===== config.mk =====
export PLATFORM = sky130hd
export DESIGN_NAME = serial_decoder_adder
export DESIGN_NICKNAME = d
export VERILOG_FILES = /design/src/rtl/serial_decoder_adder.sv
export SDC_FILE = /design/constraint.sdc
export NUM_CORES = 1
export LEC_CHECK = 0
export ABC_CLOCK_PERIOD_IN_PS = 1930
export CORE_AREA = 2 2 61 63
export CTS_BUF_LIST = sky130_fd_sc_hd__clkbuf_8
export DETAILED_ROUTE_END_ITERATION = 10
export DIE_AREA = 0 0 63 65
export GPL_TIMING_DRIVEN = 0
export PLACE_DENSITY = 0.79
export SLEW_MARGIN = 10
export SYNTH_ARGS = -nofsm -noshare
export SYNTH_HDL_FRONTEND = slang
export SYNTH_SLANG_ARGS = --single-unit

===== constraint.sdc =====
create_clock -name clk -period 1.93 [get_ports clk]
set_input_delay 0.4825 -clock clk [delete_from_list [all_inputs] [get_ports clk]]
set_output_delay 0.4825 -clock clk [all_outputs]
set_load 0.05 [all_outputs]

===== src/rtl/serial_decoder_adder.sv =====
// serial_decoder_adder
//   Multi-cycle add/subtract unit. Each clock it pushes BPC bit-slices (LSB first) through a
//   chain of decoder-based full-adder cells; the carry is registered between steps.
//   Ports:
//     clk, rst_n         rising-edge clock, asynchronous active-low reset
//     start              request, sampled only while idle
//     sub                0: a + b + ci, 1: a - b (ci ignored)
//     a, b, ci           operands and carry-in, captured when start is accepted
//     busy, done         busy while running/completing; done is a one-cycle pulse
//     sum, co, ovf       result, carry-out of MSB, signed overflow; updated only at completion
module serial_decoder_adder #(
  parameter int unsigned WIDTH = 8,
  parameter int unsigned BPC   = 1
) (
  input  logic             clk,
  input  logic             rst_n,
  input  logic             start,
  input  logic             sub,
  input  logic [WIDTH-1:0] a,
  input  logic [WIDTH-1:0] b,
  input  logic             ci,
  output logic             busy,
  output logic             done,
  output logic [WIDTH-1:0] sum,
  output logic             co,
  output logic             ovf
);

  localparam int unsigned STEPS = WIDTH / BPC;
  localparam int unsigned CW    = (STEPS > 1) ? $clog2(STEPS) : 1;
  localparam int unsigned PW    = (STEPS > 1) ? (WIDTH - BPC) : 1;
  localparam logic [CW-1:0] LastCnt = CW'(STEPS - 1);

  if (WIDTH < 2) begin : g_bad_width
    $error("serial_decoder_adder: WIDTH must be >= 2");
  end
  if ((WIDTH % BPC) != 0) begin : g_bad_bpc
    $error("serial_decoder_adder: BPC must divide WIDTH");
  end

  typedef enum logic [1:0] {StIdle, StRun, StDone} state_e;

  state_e           r_state, w_state_nxt;
  logic [WIDTH-1:0] r_a, r_b;
  logic             r_carry;
  logic [CW-1:0]    r_cnt;
  logic [PW-1:0]    r_psum;
  logic [WIDTH-1:0] r_sum;
  logic             r_co, r_ovf;

  logic [BPC:0]     w_c;
  logic [BPC-1:0]   w_s;
  logic [WIDTH-1:0] w_psum_nxt;
  logic [PW-1:0]    w_psum_keep;
  logic             w_last;

  assign w_c[0] = r_carry;
  assign w_last = (r_cnt == LastCnt);

  // Decoder-based full-adder cells, rippled combinationally within one step.
  for (genvar i = 0; i < BPC; i++) begin : g_cell
    logic [2:0] w_sel;
    // Active-low minterm lines; Y0 feeds neither output so it is not built.
    logic [7:1] w_y;
    assign w_sel = {r_a[i], r_b[i], w_c[i]};
    for (genvar k = 1; k < 8; k++) begin : g_dec
      assign w_y[k] = ~(w_sel == 3'(k));
    end
    assign w_s[i]   = ~(w_y[1] & w_y[2] & w_y[4] & w_y[7]);
    assign w_c[i+1] = ~(w_y[3] & w_y[5] & w_y[6] & w_y[7]);
  end

  // New sum bits enter at the top; after the last step the register holds the full result.
  if (STEPS > 1) begin : g_psum
    assign w_psum_nxt  = {w_s, r_psum};
    assign w_psum_keep = w_psum_nxt[WIDTH-1:BPC];
  end else begin : g_psum_single
    assign w_psum_nxt  = w_s;
    assign w_psum_keep = '0;
  end

  always_comb begin
    w_state_nxt = r_state;
    unique case (r_state)
      StIdle:  if (start) w_state_nxt = StRun;
      StRun:   if (w_last) w_state_nxt = StDone;
      StDone:  w_state_nxt = StIdle;
      default: w_state_nxt = StIdle;
    endcase
  end

  always_ff @(posedge clk or negedge rst_n) begin
    if (!rst_n) begin
      r_state <= StIdle;
    end else begin
      r_state <= w_state_nxt;
    end
  end

  always_ff @(posedge clk or negedge rst_n) begin
    if (!rst_n) begin
      r_a     <= '0;
      r_b     <= '0;
      r_carry <= 1'b0;
      r_cnt   <= '0;
      r_psum  <= '0;
      r_sum   <= '0;
      r_co    <= 1'b0;
      r_ovf   <= 1'b0;
    end else begin
      unique case (r_state)
        StIdle: begin
          if (start) begin
            r_a     <= a;
            // Subtract as a + ~b + 1.
            r_b     <= sub ? ~b : b;
            r_carry <= sub ? 1'b1 : ci;
            r_cnt   <= '0;
          end
        end
        StRun: begin
          r_a     <= r_a >> BPC;
          r_b     <= r_b >> BPC;
          r_carry <= w_c[BPC];
          r_psum  <= w_psum_keep;
          r_cnt   <= r_cnt + CW'(1);
          if (w_last) begin
            r_sum <= w_psum_nxt;
            r_co  <= w_c[BPC];
            // Carry into the MSB cell vs. carry out of it.
            r_ovf <= w_c[BPC] ^ w_c[BPC-1];
          end
        end
        default: ;
      endcase
    end
  end

  assign busy = (r_state != StIdle);
  assign done = (r_state == StDone);
  assign sum  = r_sum;
  assign co   = r_co;
  assign ovf  = r_ovf;

endmodule

# ---- After elaboration in Yosys (flattened, before gate mapping)
# Cells that the tools add are included.
dict set report word_totals {
  ff_bits 39
  output_inout_bits 12
}
dict set report classes {
  n_addsub 1
  eq_ne 12
  mux 13
  bitwise_logic 17
  reduce_logical 6
}
# operator count
set op_table {}
lappend op_table {{one-hot mux 8 bit (2 select lines)} 2}
lappend op_table {{2-to-1 mux 8 bit} 3}
lappend op_table {{equality test 3 bit, second input constant} 5}
lappend op_table {{NOT 1 bit} 9}
lappend op_table {{NOT 8 bit} 1}
lappend op_table {{bitwise AND 1 bit} 6}
lappend op_table {{equality test 3 x 2 -> 1 bit, second input constant} 2}
lappend op_table {{one-hot mux 3 bit (2 select lines)} 1}
lappend op_table {{AND reduction 2 bit} 3}
lappend op_table {{2-to-1 mux 2 bit} 2}
lappend op_table {{!= test 2 bit, second input constant} 2}
lappend op_table {{one-hot mux 2 bit (2 select lines)} 1}
lappend op_table {{nonzero test 2 bit} 2}
lappend op_table {{adder 3 x 1 -> 3 bit, second input constant} 1}
lappend op_table {{equality test 3 x 1 -> 1 bit, second input constant} 1}
lappend op_table {{2-to-1 mux 3 bit} 1}
lappend op_table {{equality test 2 x 1 -> 1 bit, second input constant} 1}
lappend op_table {{equality test 2 bit, second input constant} 1}
lappend op_table {{logical NOT 2 bit} 1}
lappend op_table {{2-to-1 mux 1 bit} 2}
lappend op_table {{one-hot mux 1 bit (2 select lines)} 1}
lappend op_table {{XOR 1 bit} 1}

# ---- Logic depth before layout (Yosys ltp)
dict set report depth {
  ltp_word 7
  mapped_depth 6
  mapped_depth_nobuf 5
}

# ---- Least setup slack after synthesis
# OpenSTA, ideal clock, no wires.
dict set report synth_path {
  kind {register -> output}
  start {register r_state[0]}
  end {output done}
  t_arrival_ps 1376
  slack_ps 71
  path_stages_with_launch 4
  cell_sequence {dfrtp_1 > buf_2 > buf_2 > nor2_1}
}
dict set report synth_between {
  elab_chain_cells 1
}
# element line
set synth_lines {}
lappend synth_lines {{start, declared} 43} ;# state_e r_state, w_state_nxt;
lappend synth_lines {{start signal, assigned} 94} ;# r_state <= StIdle;
lappend synth_lines {{start signal, assigned} 96} ;# r_state <= w_state_nxt;
lappend synth_lines {{equality test 2 bit} 140} ;# assign done = (r_state == StDone);
lappend synth_lines {{end, declared} 23} ;# output logic done,
# Every way passes these cells.

# ---- Final worst setup path
dict set report layout_path {
  start {register r_state[0]}
  end {output busy}
}
dict set report layout_between {
  elab_chain_cells 1
}
# element line
set layout_lines {}
lappend layout_lines {{nonzero test 2 bit} 139} ;# assign busy = (r_state != StIdle);
lappend layout_lines {{end, declared} 22} ;# output logic busy,
# Every way passes these cells.

==> impl_results.md <==
- TritonCTS Buffers: 5
- Mean post-synth cell area: approximately 12 um2
- Synth warn: 0
- I/O pin total: 33
- Fin crit share: a little over nine tenths
- Worst setup SP type: register
- Sw power: 0.00138 W
- Clk pin slew, worst setup/hold paths: approximately 0.070 ns
- CTS hold repair buffers: 0
- H-tree depth: 2
- Switching share of power: 36.4%
- DRT antenna net count: 0
- Max Cap Violations: 0
- Die area: 4100 um2
- Seq/Total Area, Yosys: 55.4%
- Unrepaired setup endpoints after global routing: no
- IO Port Bufs: 31
- M1 GR Usage: 21.0%
- TritonCTS Sinks: 39
- Worst setup EP type: output port
- Top_reg_cell synth: dfrtp_1
- FF+latch count, synth: 39
- Internal power: 0.00241 W
- Distinct cells, synth: 28
- Endpoints failing hold: 0
- Synthesized area: 1760 um2
- Status: completed
- Vias: 1211
- Mean number of vias per cell: 5.18
- Final HPWL DP: 2330 um
- Vias in the first global route: 1228
- Period minus WS final: 1.87 ns
- Clock Tree Buf Depth: 2
- Residual DRC count: 0
- Met3 global-route usage: 4.86%
- TritonCTS clock tree: done
- Commonest cells after routing, fill and taps aside: 39 x dfrtp_1, 18 x clkdlybuf4s50_1, 17 x mux2_2
- Worst vdd ir: around 0.00073 V
- Final setup violating endpoints: 0
- Initial antenna violation count: 0
- Syn Inst Count: 146
- Setup Skew: 0.00556 ns
- Worst hold path class: input port to async pin
- Wirelength, routed: 3130 um
- Req. time, crit path: 1.45 ns
- WL/cell: around 13 um
- CP Data Arrival Time: 1.39 ns
- Critical path fanouts, max: 19
- Placed insts: between 200 and 250
- Reg2Reg Depth: 5
- Commonest non-fill, non-tap cell in the layout: dfrtp_1
- Setup CP Type: register to output port
- Rel. slew slack: 66.4%
- Layout cells sized above 1: 20.4%
- Grt peak-use layer: met2
- First-pass GRT wire length: 5600 um
- Combinational power share: 42.3%
- Fill cells: 287
- GR Util met2: 30.7%
- Antenna diodes: 0
- Non-filler cells, final: 234
- Worst skew pair latency: 0.29 ns
- Final WS setup: ~0.062 ns
- DP Worst Slack: -0.336 ns
- Core area: 3500 um2
- Worst Max-Slew Pin Slew: 0.504 ns
- Die height: 65 um
- Number of synthesized flops with an enable pin: 0
- # nets final: between 200 and 250
- Area Growth Syn to Fin: 29.9%
- Overall global routing resource usage: approximately 18%
- Starting density of the core: 50.4%
- Power per cell area: between 1500 and 2000 nW/um2
- CTS root buf: clkbuf_8
- Gr ovfl total: 0
- Largest net degree at the start of global routing: 26
- Syn_nets: 170
- Sequential share of power: 36.9%
- Clock Power Share: 20.8%
- Initial drt markers: 64
- Fmax: roughly 540 MHz
- Max Transition Viols Final: 0
- TritonRoute pass-1 iters: 4
- Rows: 22
- RePlAce Congestion: 0.716
- Pleak: 1.06 nW
- Async SR Flop Fraction: 100%
- Die span in x: 63 um
flip-flops by register name (all words and copies together), names as in the netlist:
register  flops
co            1
ovf           1
r_a           8
r_b           8
r_carry       1
r_cnt         3
r_psum        7
r_state       2
sum           8
Yosys cell counts, types with 4 or more instances:
cell type	instances	area, um2
a21oi_1	6	30.0
a221o_1	7	70.1
and3b_1	5	43.8
buf_2	4	20.0
dfrtp_1	39	976
mux2_2	17	191
nand2_1	11	41.3
nor2_1	9	33.8
nor2b_1	4	25.0
o21ai_0	11	55.1
xnor2_1	8	70.1
what timing repair did:
action | CTS | global route
setup buffers | 1 | 0
setup endpoints to repair | 9 | 3
gates resized for setup | 16 | 3
cell type report:
| type | count | area, um2 | share of cell area, % |
|---|---|---|---|
| Sequential cell | 39 | 976 | 42.7 |
| Multi-Input combinational cell | 95 | 714 | 31.3 |
| Timing Repair Buffer | 33 | 338 | 14.8 |
| Clock buffer | 5 | 68.8 | 3.01 |
| Clock inverter | 3 | 63.8 | 2.79 |
| Tap cell | 48 | 60.1 | 2.63 |
| Buffer | 9 | 57.6 | 2.52 |
| Inverter | 2 | 7.51 | 0.328 |
kinds of logic after synthesis:
family	count (synthesis)	share of synthesized area (%)
adder cells (fa/ha/maj)	3	2.56
multiplexers	17	10.9
AND/OR/NAND/NOR	34	10.2
AO/OA/AOI/OAI	32	12.5
flip-flops	39	55.4
buffers and inverters	12	3.98
XOR/XNOR	9	4.48
per-stage QoR:
stage | TNS [ns] | hold slack [ns] | instance area (um2) | util (%) | power, W
2_1_floorplan | 0 | 0.187 | 1760 | - | 0.00258
3_3_place_gp | -19.00 | 0.464 | 2130 | 61.0 | 0.00301
3_5_place_dp | -0.567 | 0.426 | 2150 | 61.6 | 0.00309
4_1_cts | 0 | 0.107 | 2280 | 65.2 | 0.00383
5_1_grt | 0 | 0.124 | 2290 | 65.4 | 0.00404
6_report | 0 | 0.105 | 2290 | 65.4 | 0.00378
power groups by stage:
stage | Combinational (W) | Sequential, W | Clock, W
3_5_place_dp | 0.00167 | 0.00142 | 0
6_report | 0.00160 | 0.00140 | 0.000787
4_1_cts | 0.00163 | 0.00140 | 0.000804
3_3_place_gp | 0.00161 | 0.00140 | 0
2_1_floorplan | 0.000850 | 0.00173 | 0
5_1_grt | 0.00175 | 0.00145 | 0.000848
worst max-delay path: stages, from the launching register on:
cell and delay (ns):
dfrtp_1 0.38, buf_2 0.21, or2_2 0.31, buf_4 0.19
routing by layer:
metal	wire, um	up-vias
met1	1350	574
met3	180	5
met4	47	0
li1	-	589
met2	1550	43
met5	0	-
final timing paths:
path | startpoint | to | slack [ns]
min | rst_n | r_carry | 0.11
max in group asynchronous | rst_n | r_psum[6] | 1.38
min in group clk | ovf | ovf | 0.48
max | r_state[0] | busy | 0.06
min reg2reg | ovf | ovf | 0.48
max reg2reg | r_cnt[0] | sum[5] | 0.31
(Power assumes the default switching activity.)
